--- config.mk ---
export PLATFORM = sky130hd
export DESIGN_NAME = shader_program_store
export DESIGN_NICKNAME = d
export VERILOG_FILES = /design/src/rtl/shader_pkg.sv /design/src/rtl/shader_prog_loader.sv /design/src/rtl/shader_program_store.sv
export SDC_FILE = /design/constraint.sdc
export NUM_CORES = 1
export LEC_CHECK = 0
export CAP_MARGIN = 20
export CORE_ASPECT_RATIO = 0.8
export CORE_MARGIN = 1.5
export CORE_UTILIZATION = 40
export DETAILED_ROUTE_END_ITERATION = 8
export GPL_TIMING_DRIVEN = 0
export HOLD_SLACK_MARGIN = 0.03
export REMOVE_ABC_BUFFERS = 1
export SLEW_MARGIN = 30
export SYNTH_ARGS = -nofsm -noshare
export SYNTH_HDL_FRONTEND = slang
export SYNTH_SLANG_ARGS = --single-unit
--- constraint.sdc ---
create_clock -name clk_i -period 2.03 [get_ports clk_i]
set_clock_uncertainty 0.05 [all_clocks]
set_input_delay 0.5075 -clock clk_i [delete_from_list [all_inputs] [get_ports clk_i]]
set_output_delay 0.5075 -clock clk_i [all_outputs]
set_load 0.005 [all_outputs]
--- src/rtl/shader_pkg.sv ---
// Shared types and constants for the shader instruction store: instruction
// word, NOP encoding, built-in default program and loader FSM states.
package shader_pkg;

  typedef logic [7:0] instr_t;

  localparam instr_t NOP_INSTR        = 8'b01_00_00_00;
  localparam int     DEFAULT_PROG_LEN = 6;

  // GETX R0, GETY R1, XOR R0 R1, GETTIME R2, ADD R0 R2, SETRGB R0
  localparam instr_t DEFAULT_PROG [DEFAULT_PROG_LEN] =
    '{8'h10, 8'h15, 8'h74, 8'h1A, 8'h98, 8'h00};

  typedef enum logic [1:0] {
    LD_IDLE    = 2'd0,
    LD_FILL    = 2'd1,
    LD_FULL    = 2'd2,
    LD_PENDING = 2'd3
  } ld_state_e;

  function automatic instr_t default_word(input int idx);
    instr_t w;
    w = NOP_INSTR;
    for (int i = 0; i < DEFAULT_PROG_LEN; i++) begin
      if (i == idx) begin
        w = DEFAULT_PROG[i];
      end
    end
    return w;
  endfunction

endpackage

--- src/rtl/shader_prog_loader.sv ---
// Shadow-bank loader: counts streamed words, holds a commit until the
// frame-boundary strobe and then issues a single-cycle swap.
module shader_prog_loader
  import shader_pkg::*;
#(
  parameter  int DEPTH  = 10,
  localparam int ADDR_W = $clog2(DEPTH)
) (
  input  logic              clk_i,
  input  logic              rst_i,
  input  logic              prog_valid_i,
  input  logic              prog_commit_i,
  input  logic              swap_at_i,
  output logic              prog_ready_o,
  output logic              swap_pending_o,
  output logic              wr_en_o,
  output logic [ADDR_W-1:0] wr_addr_o,
  output logic              swap_o,
  output logic [ADDR_W:0]   wr_cnt_o
);

  localparam logic [ADDR_W:0] CNT_ONE   = (ADDR_W+1)'(1);
  localparam logic [ADDR_W:0] CNT_DEPTH = (ADDR_W+1)'(DEPTH);

  ld_state_e       state_q, state_d;
  logic [ADDR_W:0] wr_cnt_q, wr_cnt_d;

  // Loader state and word counter registers.
  always_ff @(posedge clk_i) begin
    if (rst_i) begin
      state_q  <= LD_IDLE;
      wr_cnt_q <= {(ADDR_W+1){1'b0}};
    end else begin
      state_q  <= state_d;
      wr_cnt_q <= wr_cnt_d;
    end
  end

  // Next-state, write strobe and swap decode; a handshake coinciding with a
  // commit is counted before the commit takes effect.
  always_comb begin
    state_d  = state_q;
    wr_cnt_d = wr_cnt_q;
    wr_en_o  = 1'b0;
    swap_o   = 1'b0;
    case (state_q)
      LD_IDLE: begin
        if (prog_valid_i) begin
          wr_en_o  = 1'b1;
          wr_cnt_d = CNT_ONE;
          state_d  = LD_FILL;
        end else begin
          state_d  = LD_IDLE;
        end
      end
      LD_FILL: begin
        if (prog_valid_i) begin
          wr_en_o  = 1'b1;
          wr_cnt_d = wr_cnt_q + CNT_ONE;
        end else begin
          wr_cnt_d = wr_cnt_q;
        end
        if (prog_commit_i) begin
          state_d = LD_PENDING;
        end else if (wr_cnt_d == CNT_DEPTH) begin
          state_d = LD_FULL;
        end else begin
          state_d = LD_FILL;
        end
      end
      LD_FULL: begin
        if (prog_commit_i) begin
          state_d = LD_PENDING;
        end else begin
          state_d = LD_FULL;
        end
      end
      LD_PENDING: begin
        if (swap_at_i) begin
          swap_o   = 1'b1;
          wr_cnt_d = {(ADDR_W+1){1'b0}};
          state_d  = LD_IDLE;
        end else begin
          state_d  = LD_PENDING;
        end
      end
      default: begin
        wr_cnt_d = {(ADDR_W+1){1'b0}};
        state_d  = LD_IDLE;
      end
    endcase
  end

  assign prog_ready_o   = (state_q == LD_IDLE) || (state_q == LD_FILL);
  assign swap_pending_o = (state_q == LD_PENDING);
  assign wr_addr_o      = wr_cnt_q[ADDR_W-1:0];
  assign wr_cnt_o       = wr_cnt_q;

endmodule

--- src/rtl/shader_program_store.sv ---
// Double-buffered shader instruction store: active bank read at a wrapping PC,
// shadow bank streamed in and swapped at a frame boundary.
// Define SHADER_DEFAULT_PROG_EN to boot bank 0 with the built-in program.
module shader_program_store
  import shader_pkg::*;
#(
  parameter  int INSTR_W = 8,
  parameter  int DEPTH   = 10,
  localparam int ADDR_W  = $clog2(DEPTH)
) (
  input  logic               clk_i,
  input  logic               rst_i,
  input  logic               exec_next_i,
  input  logic               exec_restart_i,
  output logic [INSTR_W-1:0] instr_o,
  output logic [ADDR_W-1:0]  pc_o,
  input  logic               prog_valid_i,
  input  logic [INSTR_W-1:0] prog_data_i,
  output logic               prog_ready_o,
  input  logic               prog_commit_i,
  input  logic               swap_at_i,
  output logic               swap_pending_o,
  output logic               active_bank_o,
  output logic [ADDR_W:0]    active_len_o
);

`ifdef SHADER_DEFAULT_PROG_EN
  localparam bit DEFAULT_EN = 1'b1;
`else
  localparam bit DEFAULT_EN = 1'b0;
`endif

  localparam logic [ADDR_W:0] LEN_ONE   = (ADDR_W+1)'(1);
  localparam logic [ADDR_W:0] RESET_LEN =
    DEFAULT_EN ? (ADDR_W+1)'(DEFAULT_PROG_LEN) : (ADDR_W+1)'(DEPTH);

  if (DEPTH < 2) begin : g_depth_err
    $error("shader_program_store: DEPTH must be at least 2");
  end
  if (DEFAULT_EN && (DEPTH < DEFAULT_PROG_LEN)) begin : g_prog_err
    $error("shader_program_store: DEPTH too small for the default program");
  end

  logic [INSTR_W-1:0] bank_q [2][DEPTH];
  logic [ADDR_W-1:0]  pc_q, pc_d;
  logic               active_bank_q, active_bank_d;
  logic [ADDR_W:0]    active_len_q, active_len_d;

  logic               wr_en_s;
  logic [ADDR_W-1:0]  wr_addr_s;
  logic               swap_s;
  logic [ADDR_W:0]    wr_cnt_s;

  shader_prog_loader #(.DEPTH(DEPTH)) u_loader (
    .clk_i         (clk_i),
    .rst_i         (rst_i),
    .prog_valid_i  (prog_valid_i),
    .prog_commit_i (prog_commit_i),
    .swap_at_i     (swap_at_i),
    .prog_ready_o  (prog_ready_o),
    .swap_pending_o(swap_pending_o),
    .wr_en_o       (wr_en_s),
    .wr_addr_o     (wr_addr_s),
    .swap_o        (swap_s),
    .wr_cnt_o      (wr_cnt_s)
  );

  // PC, bank select and length; a swap outranks restart, which outranks next.
  always_comb begin
    pc_d          = pc_q;
    active_bank_d = active_bank_q;
    active_len_d  = active_len_q;
    if (swap_s) begin
      pc_d          = {ADDR_W{1'b0}};
      active_bank_d = ~active_bank_q;
      active_len_d  = wr_cnt_s;
    end else if (exec_restart_i) begin
      pc_d = {ADDR_W{1'b0}};
    end else if (exec_next_i) begin
      if ({1'b0, pc_q} == (active_len_q - LEN_ONE)) begin
        pc_d = {ADDR_W{1'b0}};
      end else begin
        pc_d = pc_q + ADDR_W'(1);
      end
    end else begin
      pc_d = pc_q;
    end
  end

  // Execution state and both banks; loads always target the inactive bank.
  always_ff @(posedge clk_i) begin
    if (rst_i) begin
      pc_q          <= {ADDR_W{1'b0}};
      active_bank_q <= 1'b0;
      active_len_q  <= RESET_LEN;
      for (int i = 0; i < DEPTH; i++) begin
        bank_q[0][i] <= DEFAULT_EN ? INSTR_W'(default_word(i)) : INSTR_W'(NOP_INSTR);
        bank_q[1][i] <= INSTR_W'(NOP_INSTR);
      end
    end else begin
      pc_q          <= pc_d;
      active_bank_q <= active_bank_d;
      active_len_q  <= active_len_d;
      if (wr_en_s) begin
        bank_q[~active_bank_q][wr_addr_s] <= prog_data_i;
      end
    end
  end

  assign instr_o       = bank_q[active_bank_q][pc_q];
  assign pc_o          = pc_q;
  assign active_bank_o = active_bank_q;
  assign active_len_o  = active_len_q;

endmodule

======== Yosys cells after proc, flatten, opt, wreduce, memory -nomap -nowiden ========
Memories as Yosys holds them, arrays and structs flattened. A register that Yosys moved wholly into a read port is not among the register bits.
Cells that the tools add are included.
operators by class
  add/subtract/negate cells ............... 3
  multiply operators ...................... 0
  div/mod/pow operators ................... 0
  $lt $le $gt $ge ......................... 3
  eq/ne operators ......................... 7
  shift-type cells ........................ 0
  muxes and demuxes ....................... 31
  bitwise operators ....................... 3
  reduce and logical (&&, ||, !) cells .... 8
operators by type and width
  operator               number
  $mux W80               3
  $reduce_or A80 Y1      1
  $bmux W8 S4            1
  $demux W8 S4           1
  $mux W8                3
  $mux W5                4
  $pmux W5 S3            1
  $mux W1                13
  $ge A5 B5 Y1 const B   2
  $not A4 Y5             2
  $pmux W2 S4            1
  $mux W2                3
  $add A5 B1 Y5 const B  1
  $eq A4 B5 Y1           1
  $eq A5 B4 Y1 const B   1
  $lt A5 B1 Y1 const B   1
  $sub A5 B1 Y5 const B  1
  $add A4 B1 Y4 const B  1
  $eq A2 B2 Y1 const B   2
  $mux W4                1
  $ne A2 B2 Y1 const B   2
  $reduce_and A3 Y1      1
  $reduce_bool A3 Y1     1
  $reduce_or A3 Y1       1
  other kinds (6)        6
word-level totals
  register bits ........................... 17
  latch bits .............................. 0
  RAM bits ................................ 160
  bits in read-only memories .............. 0
  bits of input ports ..................... 15
  output and inout bits ................... 20
  word-level logic and storage cells ...... 61
  memories ................................ 1
memory list
  name    depth  width  read ports  clocked after Yosys merged registers in  write ports  RTL line                    text
  bank_q  2      80     1           1                                        2            shader_program_store.sv:44  logic [INSTR_W-1:0] bank_q [2][DEPTH];

======== Logic depth before layout (Yosys ltp) ========
  depth in word-level cells ............... 8
  depth in mapped cells ................... 7
  depth with buffers taken out ............ 7

======== Modules after synthesis ========
Synthesis repeated with hierarchy kept, for this count alone.
second synthesis, totals
  cell total of the unflattened synthesis .. 635
  area total of the unflattened synthesis .. 8588.2 um2
by module, submodules not included
  module                instances  cells an instance  area each (um2)  seq. area each (um2)
  shader_program_store  1          581                8126.5           5024.8
  shader_prog_loader    1          54                 461.7            140.1

======== Worst setup path before layout ========
Ideal clock, no wire load.
  path kind ............................... register -> output
  start ................................... register (tool-made name)
  end ..................................... output port instr_o[2]
  data arrival time ....................... 1.536 ns
  data required time ...................... 1.472 ns
  path slack .............................. -0.064 ns
  cell stages (with the launch flop) ...... 6
  buffers on the path ..................... 1
  cell sequence ........................... dfxtp_1 -> buf_6 -> mux4_1 -> mux2_2 -> a22oi_1 -> nand2_1
RTL lines
  what           RTL line                    text
  end, declared  shader_program_store.sv:15  output logic [INSTR_W-1:0] instr_o,

==> results.md <==
- The measured slew at the worst slew-check pin is about 0.84 ns.
- The data required time at the worst endpoint is between 1 and 1.5 ns.
- In this run, the number of DRC markers left after iteration 0 of detailed routing was roughly 400.
- At the end of routability-driven placement, the weighted congestion stood at approximately 0.80.
- The clock buffer count from CTS is 17.
- For this run, the number of Yosys warnings is 0.
- The highest net fanout along the worst path is 5.
- The critical hold path startpoint is rst_i.
- The total grt overflow is 0.
- The met3 capacity usage during global routing is between 3 and 4%.
- In the final design database the tool counted slightly below 700 nets.
- The die span in x is between 150 and 200 um.
- Clock-pin slew was measured on the worst setup and hold paths at ~0.070 ns.
- The layer carrying the most global-route usage is met2.
- The power density of the placed cells is approximately 800 mW/mm^2.
- The reg-to-reg startpoint is u_loader.wr_cnt_o[2].
- The relative slew slack is a little over two fifths.
- The area of the core is approximately 0.021 mm^2.
- The final hold violation count is 0.
- By area the synthesized netlist is led by edfxtp_1 (56%), and2_1 (10%), mux4_1 (4.9%).
- Summing all multi-input logic gate instances after layout gives between 0.003 and 0.004 mm^2.
- Across the VDD grid, the largest voltage drop is approximately 0.53 mV.
- Walking the worst path, the cells encountered are buf_12 > buf_12 > mux4_2 > mux2_4 > a22oi_2 > nand2_1 > buf_2.
- The met2 global-route usage is a little under a third.
- The setup slack after placement is -1.24 ns.
- The most common cell in the synthesized netlist is edfxtp_1.
- Counting instances in the post-synthesis netlist gives the leading cell types as edfxtp_1 (160), and2_1 (142), mux2i_1 (32), nor2_1 (32), clkbuf_1 (28).
- Counting flops with a built-in enable in the synthesized netlist gives 160.
- The sum of negative setup slack is -6.19 ns.
- The most critical setup path has its endpoint at instr_o[1].
- Synthesis produced 639 cells.
- For this design the static power due to leakage is between 3 and 4 nW.
- Once layout is complete, the utilization of the core stands at between 40% and 50%.
- The final setup violation count is 8.
- The met1 track demand over resource is approximately 26%.
- The delay contributed by the slowest stage of the critical path is about 0.55 ns.
- The number of antenna diodes in the final layout is 0.
- The final max-slew violation count is 0.
- After detailed routing, the total wire length is approximately 20000 um.
- The clock net in this run drives a total of approximately 180 sinks.
- The H-tree level count is 4.
- Global routing used ~18% of the available tracks.
- The routed length per instance is about 21 um.
- The clock latency of the later-clocked register in the worst-skew pair is about 0.42 ns.
- After synthesis, flip-flops and latches occupy 60.5% of the total area.
- The post-route netlist has between 20% and 30% of its cells at a drive strength greater than 1.
- The summed instance area of the synthesized netlist is 0.00853 mm^2.
- Summed over its instances, the top area cell type makes up between 50% and 60% of the synthesized netlist area.
- After detailed placement, the design holds a cell count of 900.
- Hold timing on the final database bottoms out at a slack of ~0.45 ns.
- After detailed routing, the number of remaining DRC violations is 2.
- The via count of the first global-routing pass is around 5.2k.
- Entering global routing, the biggest net connects 37 pins.
- The arrival time at the worst endpoint is approximately 2.3 ns.
- The average footprint of a synthesized cell is 13.4 um^2.
- The number of flip-flops and latches in the synthesized netlist is ~180.
- The number of buffers and inverters on the critical path is 3.
- No sink is reached through more buffers than the 2 on the longest clock path.
- In this run the remaining antenna-violating nets after routing total 0.
- From synthesis to final layout, the design area changed by 17.9%.
- Row generation in the floorplan step produced 47 rows.
- The HPWL after detailed placement is ~13000 um.
- The number of max-capacitance violations reported is 0.
- The slowest stage of the critical path belongs to the cell mux4_2.
- The TritonCTS clock tree is done.
- The minimum clock period is 2.84 ns.
- Across the whole layout, storage elements account for roughly 0.0052 mm^2.
- The run finished, with violations left.
- The worst-case register-to-register setup slack is 0.07 ns.
- The kind of cell with the highest combined delay along the critical path is multiplexers.
- Setup repair after global routing could not meet its margin everywhere.
- The length in cells of the worst reg-to-reg path is 3.
- For this run, asynchronously set or reset flops after synthesis account for 0%.
- The layout has between 1.5k and 2k filler cells.
- The number of port buffers is 34.
- Using the TritonRoute via totals, the vias-per-cell ratio works out to roughly 5.5.
- Leaving out filler cells and counting taps, the final layout contains around 950.
- The worst setup path is launched from a flip-flop.
- The critical path endpoint category is an output port.
- Counting stages on the worst path, the most repeated cell is buf_12.
- The floorplan step set the die height to between 100 and 150 um.
- The first detailed-routing pass took 7 iterations.
- The number of top-level pins is 35.
- The number of antenna violations at the first check in global routing is 0.
- For this run, the top clock speed supported by timing is ~350 MHz.
- The overall die area is about 0.022 mm^2.
- The worst hold path belongs to the class input pin to flip-flop.
- The cell type contributing the most total cell area after synthesis is edfxtp_1.
- The detailed router placed around 5.2k vias in this run.
- The first global-routing pass estimated around 31000 um of wire.
- The netlist uses 39 different library cells.
- The total of hold buffers inserted after clock tree synthesis is 0.
- Once the floorplan was initialized, standard cells occupied 41.0% of the core.
- The checks that failed: DRC, setup timing.
- The count of cell instances traversed by the critical path is 7.
- The critical setup path kind is flip-flop to output port.
- The final critical path takes up 140% of the cycle.
- The worst register-to-register path ends at bank_q[0][59].
- The final worst setup slack is -0.806 ns.
- The clock tree root buffer cell is clkbuf_16.
- For this run, the leading register cell type out of synthesis is edfxtp_1.
[repair_timing]
action / CTS / global route
endpoints found under the setup margin: 335 / 140
resized for setup: 119 / 29
buffers inserted: 12 / 2
pin swaps: 16 / 4
[how the worst min path moves through the flow]
stage | end | slack [ns] | cells after the start
floorplan | active_len_o[4] | 0.40 | 2
global placement | active_len_o[4] | 0.44 | 2
detailed placement | active_len_o[4] | 0.43 | 2
CTS | active_len_o[4] | 0.45 | 2
global route | u_loader.wr_cnt_o[3] | 0.45 | 2
finish | u_loader.wr_cnt_o[3] | 0.45 | 2
[flip-flops by register name, summed over array words and instances, names as in the netlist, named ones only]
register	flops
bank_q	160
active_bank_o	1
active_len_o	5
u_loader.wr_cnt_o	5
pc_o	4
u_loader.state_q	2
[power by group]
part	leakage (nW)	switching (W)	total, W	internal, W
clock network	0.303	0.00157	0.00345	0.00188
registers	1.74	0.0000549	0.00415	0.00410
logic	1.38	0.000334	0.000548	0.000214
[layer usage]
layer	vias up	wire length [um]	share of wire [%]
li1	2383	-	-
met1	2642	9240	46
met2	123	9650	48
met3	10	873	4.4
met4	0	140	0.70
met5	-	0	0
[cells by family (layout without fill, tap and decap cells)]
logic type,after synthesis,after routing,synth area share [%]
AOI/OAI and AO/OA,47,47,3.68
buffers and inverters,49,86,2.64
adders and majority gates,6,6,0.880
muxes,64,64,11.8
xor gates and xnor gates,12,12,1.23
DFF,178,178,60.5
and+or+nand+nor,283,283,19.2
[layout make-up]
class                   instances  area share (%)
clock buffers                  17            4.23
clock inverters                15            1.87
inverters                       5           0.187
multi-input cells             412            33.7
flip-flops and latches        178            51.6
well taps                     269            3.35
repair buffers                 49            5.06
[through the flow]
step	power [W]	cell area [um^2]
after floorplan	0.00446	8330
after global placement	0.00470	9000
after detailed placement	0.00472	9040
after CTS	0.00816	9990
after global routing	0.00838	10100
final	0.00815	10100
[worst register-to-register path, stage by stage, from the launching register on]
cell and delay, ns:
dfxtp_1 0.46, or3b_4 0.55, nor2_2 0.28, or2_2 0.31
[layout by cell type, fill, tap and decap left out, types with 17 or more instances in the layout]
master and n:
a22oi_1 19, and2_1 141, clkbuf_16 17, clkdlybuf4s50_1 21, edfxtp_1 160, mux2i_1 32
mux4_2 18, nand2_1 21, nor2_4 18, or3_1 21
No activity file was read; power rests on OpenSTA's default activity.
